### src/rtl/pipe_stage_buf.sv
// pipe_stage_buf: elastic buffer placed between two pipeline stages.
// It is a small circular FIFO with DEPTH entries and valid/ready handshakes on both sides.
// Both handshake outputs come only from state: ready_o is derived from the occupancy
// register, and data_o is read from the storage array.
// flush_i discards all contents. It takes priority over any push or pop in the same cycle.
// Optional feature: define PIPE_PERF_CNT_EN to build the saturating stall and flush
// counters. When it is undefined, both counter outputs are tied to 0.

module pipe_stage_buf #(
    parameter int DATA_WIDTH = 32,
    parameter int DEPTH      = 2,
    parameter int CNT_WIDTH  = 32
) (
    input  logic                         clk,
    input  logic                         rst,
    input  logic                         valid_i,
    input  logic [DATA_WIDTH-1:0]        data_i,
    output logic                         ready_o,
    output logic                         valid_o,
    output logic [DATA_WIDTH-1:0]        data_o,
    input  logic                         ready_i,
    input  logic                         flush_i,
    output logic [$clog2(DEPTH+1)-1:0]   count_o,
    output logic [CNT_WIDTH-1:0]         stall_cnt_o,
    output logic [CNT_WIDTH-1:0]         flush_cnt_o
);

    localparam int PTR_W = (DEPTH > 1) ? $clog2(DEPTH) : 1;
    localparam int OCC_W = $clog2(DEPTH + 1);

    localparam logic [OCC_W-1:0] FULL_LEVEL = OCC_W'(DEPTH);
    localparam logic [PTR_W-1:0] LAST_IDX   = PTR_W'(DEPTH - 1);

    logic [DATA_WIDTH-1:0] storage [DEPTH];
    logic [PTR_W-1:0]      rdPtr;
    logic [PTR_W-1:0]      wrPtr;
    logic [OCC_W-1:0]      occupancy;
    logic                  doPush;
    logic                  doPop;
    logic [PTR_W-1:0]      rdPtrNext;
    logic [PTR_W-1:0]      wrPtrNext;

    // The handshake outputs depend only on the occupancy register.
    // A pop therefore never opens the input side within the same cycle.
    assign ready_o = (occupancy < FULL_LEVEL);
    assign valid_o = (occupancy != '0);
    assign count_o = occupancy;

    // Present the oldest word; the output is forced to zero while the buffer is empty.
    always_comb begin
        data_o = '0;
        if (valid_o) begin
            data_o = storage[rdPtr];
        end
    end

    // Decode this cycle's transfers; a flush suppresses both of them.
    always_comb begin
        doPush = valid_i && ready_o && !flush_i;
        doPop  = valid_o && ready_i && !flush_i;
    end

    // Each pointer advance wraps from the last index back to entry 0.
    always_comb begin
        rdPtrNext = (rdPtr == LAST_IDX) ? '0 : rdPtr + PTR_W'(1);
        wrPtrNext = (wrPtr == LAST_IDX) ? '0 : wrPtr + PTR_W'(1);
    end

    // Write the payload into storage; the storage array is deliberately not reset.
    always_ff @(posedge clk) begin
        if (doPush) begin
            storage[wrPtr] <= data_i;
        end
    end

    // Maintain the pointers and occupancy; a flush returns everything to entry 0.
    always_ff @(posedge clk or negedge rst) begin
        if (!rst) begin
            rdPtr     <= '0;
            wrPtr     <= '0;
            occupancy <= '0;
        end else if (flush_i) begin
            rdPtr     <= '0;
            wrPtr     <= '0;
            occupancy <= '0;
        end else begin
            if (doPush) begin
                wrPtr <= wrPtrNext;
            end
            if (doPop) begin
                rdPtr <= rdPtrNext;
            end
            case ({doPush, doPop})
                2'b10:   occupancy <= occupancy + OCC_W'(1);
                2'b01:   occupancy <= occupancy - OCC_W'(1);
                default: occupancy <= occupancy;
            endcase
        end
    end

`ifdef PIPE_PERF_CNT_EN
    logic [CNT_WIDTH-1:0] stallCount;
    logic [CNT_WIDTH-1:0] flushCount;

    // Count the stalled and flushed cycles; each counter saturates at all-ones.
    always_ff @(posedge clk or negedge rst) begin
        if (!rst) begin
            stallCount <= '0;
            flushCount <= '0;
        end else begin
            if (valid_o && !ready_i && !flush_i && (stallCount != '1)) begin
                stallCount <= stallCount + CNT_WIDTH'(1);
            end
            if (flush_i && (flushCount != '1)) begin
                flushCount <= flushCount + CNT_WIDTH'(1);
            end
        end
    end

    assign stall_cnt_o = stallCount;
    assign flush_cnt_o = flushCount;
`else
    assign stall_cnt_o = '0;
    assign flush_cnt_o = '0;
`endif

endmodule

### config.mk
export PLATFORM = sky130hd
export DESIGN_NAME = pipe_stage_buf
export DESIGN_NICKNAME = d
export VERILOG_FILES = /design/src/rtl/pipe_stage_buf.sv
export SDC_FILE = /design/constraint.sdc
export NUM_CORES = 1
export LEC_CHECK = 0
export BUFFER_PORTS_ARGS = -buffer_cell sky130_fd_sc_hd__buf_2
export CAP_MARGIN = 30
export CORE_UTILIZATION = 45
export DETAILED_ROUTE_END_ITERATION = 10
export PLACE_DENSITY = 0.8
export SYNTH_ARGS = -nofsm -noshare
export SYNTH_HDL_FRONTEND = slang
export SYNTH_SLANG_ARGS = --single-unit
export TNS_END_PERCENT = 100
### constraint.sdc
create_clock -name clk -period 5.4 [get_ports clk]
set_input_delay 0.54 -clock clk [delete_from_list [all_inputs] [get_ports clk]]
set_output_delay 0.54 -clock clk [all_outputs]
set_load 0.05 [all_outputs]
After elaboration in Yosys (flattened, before gate mapping)
Memory sizes are Yosys's and may differ from the RTL's. Cells that the tools add are included.

Flip-flop bits (word level): 4. RAM bits: 64. Bits of input ports: 37. Output and inout bits: 100. Word-level logic and storage cells: 31. Memories kept: 1.

Memory list: storage (depth 2, width 32, read ports 1, clocked after memory_dff 0, wr ports 1, line 34) `logic [DATA_WIDTH-1:0] storage [DEPTH];`.

$add $sub $neg: 4. Order comparisons: 1. Eq/ne operators: 2. Mux-type cells: 11. Reduce and logical (&&, ||, !) cells: 9.

Operators by type and width (number): 32-bit two-way mux (1); 1-bit two-way mux (8); 2-bit nonzero test (3); 1-bit logical AND (4); 2-bit case mux with 2 select lines (1); 3-bit nonzero test (1); 1-bit adder, second input constant (2); 2-bit by 1-bit adder with 2-bit output, second input constant (1); 2-bit by 1-bit equality test with 1-bit output, second input constant (1); 2-bit equality test, second input constant (1); 2-bit less-than comparator, second input constant (1); 2-bit two-way mux (1); 2-bit by 1-bit subtractor with 2-bit output, second input constant (1); 1-bit logical NOT (1).

Logic depth before layout (Yosys ltp)
Depth in word-level cells: 6. Gate-level depth with buffers: 4. Gate-level depth less buffers: 3.

Least setup slack after synthesis
Ideal clock, no wire load.

Path kind: register to register. From: register occupancy[1] (netlist: count_o[1]). To: memory storage[1][0] (enable). Setup time: 0.468 ns. Arrival time: 3.245 ns. Path slack: 1.688 ns. Stages on the path, launching flop included: 3. Path buffers: 0. Clock period less this slack: 3.712 ns. Cells stage by stage: dfrtp_1 -> nand2b_4 -> nor3b_1.

Word-level cells in the longest chain between the ends: 5.

Ends and longest elaborated chain: from (decl) (line 37) `logic [OCC_W-1:0] occupancy;`; from (signal assigned) (line 94) `2'b10: occupancy <= occupancy + OCC_W'(1);`; from (signal assigned) (line 95) `2'b01: occupancy <= occupancy - OCC_W'(1);`; from (signal assigned) (line 96) `default: occupancy <= occupancy;`; 2-bit less-than comparator (line 45) `assign ready_o = (occupancy < FULL_LEVEL);`; 1-bit logical AND (2 in series) (line 59) `doPush = valid_i && ready_o && !flush_i;`; 1-bit two-way mux (line 71) `if (doPush) begin`; 1-bit two-way mux (implied by the code) (line 72) `storage[wrPtr] <= data_i;`; to (decl) (line 34).

No other way between the ends.

Worst setup path after layout
From: register rdPtr. To: output data_o[24].

Word-level cells in the longest chain between the ends: 2.

Ends and longest elaborated chain: from (decl) (line 35) `logic [PTR_W-1:0] rdPtr;`; from (signal assigned) (line 91) `rdPtr <= rdPtrNext;`; memory 2 x 32 bit; 32-bit two-way mux (line 52) `if (valid_o) begin`; to (decl) (line 20) `output logic [DATA_WIDTH-1:0] data_o,`.

No other way between the ends.

==> flow_summary.ini <==
[timing]
rsz0062_at_grt = false
relSlewSlack_pct = 35.6
layout_min_cycle_time_ns = 2.50
skew_ns = 0.00502
max_freq_ghz = 0.401
timing.final.crit_share_pct = 46.2
finalHoldViolCount = 0
tns_ns = 0
worst_pin_slew_ns = 0.965
setup_viol = 0
fin_ws_ns = 2.90
drv_slew = 0

[place]
portBuffers = 72
hpwl_um = 3300
place_congestion = 0.764
dpl_cell_area_mm2 = 0.00335
pre_cts_ws_ns = 3.22

[clocking]
clkSinkCount = 68
clk_pin_slew_ns = 0.07
cts.htree.levels = 3
cts_setup_buffers = 0
numCtsBuffers = 9
cts.path.max_buffers = 2
postCtsResizedCells = 0
clk_latency_ns = 0.33
root_buffer = clkbuf_8
cts_tree = done

[setup_path]
cp-start-kind = register
crit_arrival_ns = 1.96
worstPathMaxFanout = 33
required_ns = 4.86
end_kind = output pin
path_class = register to output pin

[yosys]
ys_warn_count = 0
synth.distinct_cells = 22
yosysTopAreaCellShare_pct = 61.3
ys_top_cells_by_area = edfxtp_1, buf_4, mux2i_1, nor2_1, dfrtp_1
ys_seq_elements = 68
synth.avg_cell_area_um2 = 14.0
yosysTopAreaCell = edfxtp_1
synth_cells = 223
synth-seq-area-share_pct = 64.5
syn_area_mm2 = 0.00313

[grt]
grtUsageTotal_pct = 13.3
grt_pass1_wl_um = 7170
grt_pass1_vias = 1468
antenna_found_initial = 0
grt_max_degree = 34
gr-total-overflow = 0

[detailed_routing]
routed_wl_um = 4730
drtAntennaViolNets = 0
firstDrtPassIters = 4
num_vias = 1697
avgRoutedWirePerCell_um = 12.2
drc = 0
viasPerCell = 4.36
drt_iter0_drc = 56

[final_layout]
layout-drive-gt1-share_pct = 31.7
final_cell_area_mm2 = 0.00352
layout.nets = 341
synthToLayoutAreaGrowth_pct = 12.3
n_antenna_cell = 0

[pwr]
p_per_area_mw_per_mm2 = 344
irDropWorstVdd_v = 0.000200
leakagePower_nw = 1.47

[flow_run]
max-cap-violations = 0

[die]
chipWidth_um = 85.4
start_util_pct = 46.4
rows = 30
ios = 137
die_area_mm2 = 0.00730
coreArea_mm2 = 0.00676
die_y_um = 85.4

[worst_hold_path]
hold_path_class = input pin to register

[status]
status = complete, no violations
==> through the flow <==
| step | util (%) | cells | power [mW] | hold WS, ns |
|---|---|---|---|---|
| after floorplan | - | 286 | 0.873 | 0.244 |
| after global placement | 49.2 | 370 | 0.878 | 0.351 |
| after detailed placement | 49.6 | 372 | 0.883 | 0.356 |
| after CTS | 52.1 | 389 | 1.22 | 0.376 |
| after global routing | 52.1 | 389 | 1.26 | 0.377 |
| final | 52.1 | 389 | 1.21 | 0.392 |
==> power breakdown <==
part	internal (mW)	leakage [nW]	switching (mW)
logic	0.0478	0.751	0.206
clock network	0.163	0.0768	0.177
registers	0.601	0.639	0.0155
total	0.812	1.47	0.398
==> critical path, stage by stage (launching register included) <==
cell and delay, ns:
dfrtp_2 0.99, mux2i_1 0.17, nor2_1 0.16, buf_2 0.28
==> sequential cells by signal (all words and copies together) (netlist names) <==
signal   flops
storage     64
count_o      2
rdPtr        1
wrPtr        1
==> cells in the mapped netlist <==
library cell  number
buf_6              3
nor2b_1            1
mux2_2             1
nor2_1            34
mux2i_1           32
buf_2              3
edfxtp_1          64
a21oi_2            1
nor3_1             1
nor3b_1            1
xor2_1             2
nand2b_1           1
nand2_1            1
nand2b_4           1
conb_1             1
nor2_2             1
dfrtp_1            4
a21oi_1            1
buf_4             65
inv_1              2
o21ai_0            2
nor2b_4            1
==> cells in the final DEF (no fill, tap or decap), drive strengths merged, types with 3 or more instances in the layout <==
master	count
conb	64
buf	77
clkbuf	11
clkinv	3
edfxtp	64
dfrtp	4
mux2i	32
nor2	35
==> logic make-up after synthesis <==
kind of cell,synth area share [%]
xor gates and xnor gates,0.559
buffers and inverters,17.4
other,0.120
and+or+nand+nor,6.07
muxes,10.6
AOI/OAI and AO/OA,0.759
DFF,64.5
==> area by class of cell <==
class	count	area [um2]
timing repair buffer	78	415
clock buffer	11	131
sequential	68	2020
clock inverter	5	28.8
tap	80	100
fill	581	3240
inverter	2	7.51
multi-input combinational	145	813
==> repair_timing <==
| action | CTS | global route |
|---|---|---|
| hold buffers | 1 | 0 |
| setup endpoints to repair | 0 | 0 |
| endpoints found under the hold margin | 4 | 0 |
==> path summary, 6_finish.rpt <==
check / start / to / slack [ns] / cells past startpoint
worst max-delay path: rdPtr$_DFFE_PN0P_ / data_o[24] / 2.90 / 3
worst min-delay path: data_i[16] / storage[0][16]$_DFFE_PP_ / 0.39 / 1
worst max register to register: count_o[1]$_DFFE_PN0P_ / storage[1][23]$_DFFE_PP_ / 3.59 / 3
worst min register to register: wrPtr$_DFFE_PN0P_ / wrPtr$_DFFE_PN0P_ / 0.58 / 2
max in group asynchronous: rst / rdPtr$_DFFE_PN0P_ / 4.72 / 2
min in group asynchronous: rst / count_o[1]$_DFFE_PN0P_ / 0.55 / 2
==> metal layers <==
metal	vias up	global-route usage [%]	part of all wire [%]
met2	108	21.0	47
met4	0	6.36	0.93
met1	780	16.8	44
met3	5	3.89	7.7
met5	-	0	0
li1	804	-	-
Power figures use the tool's default switching activity.
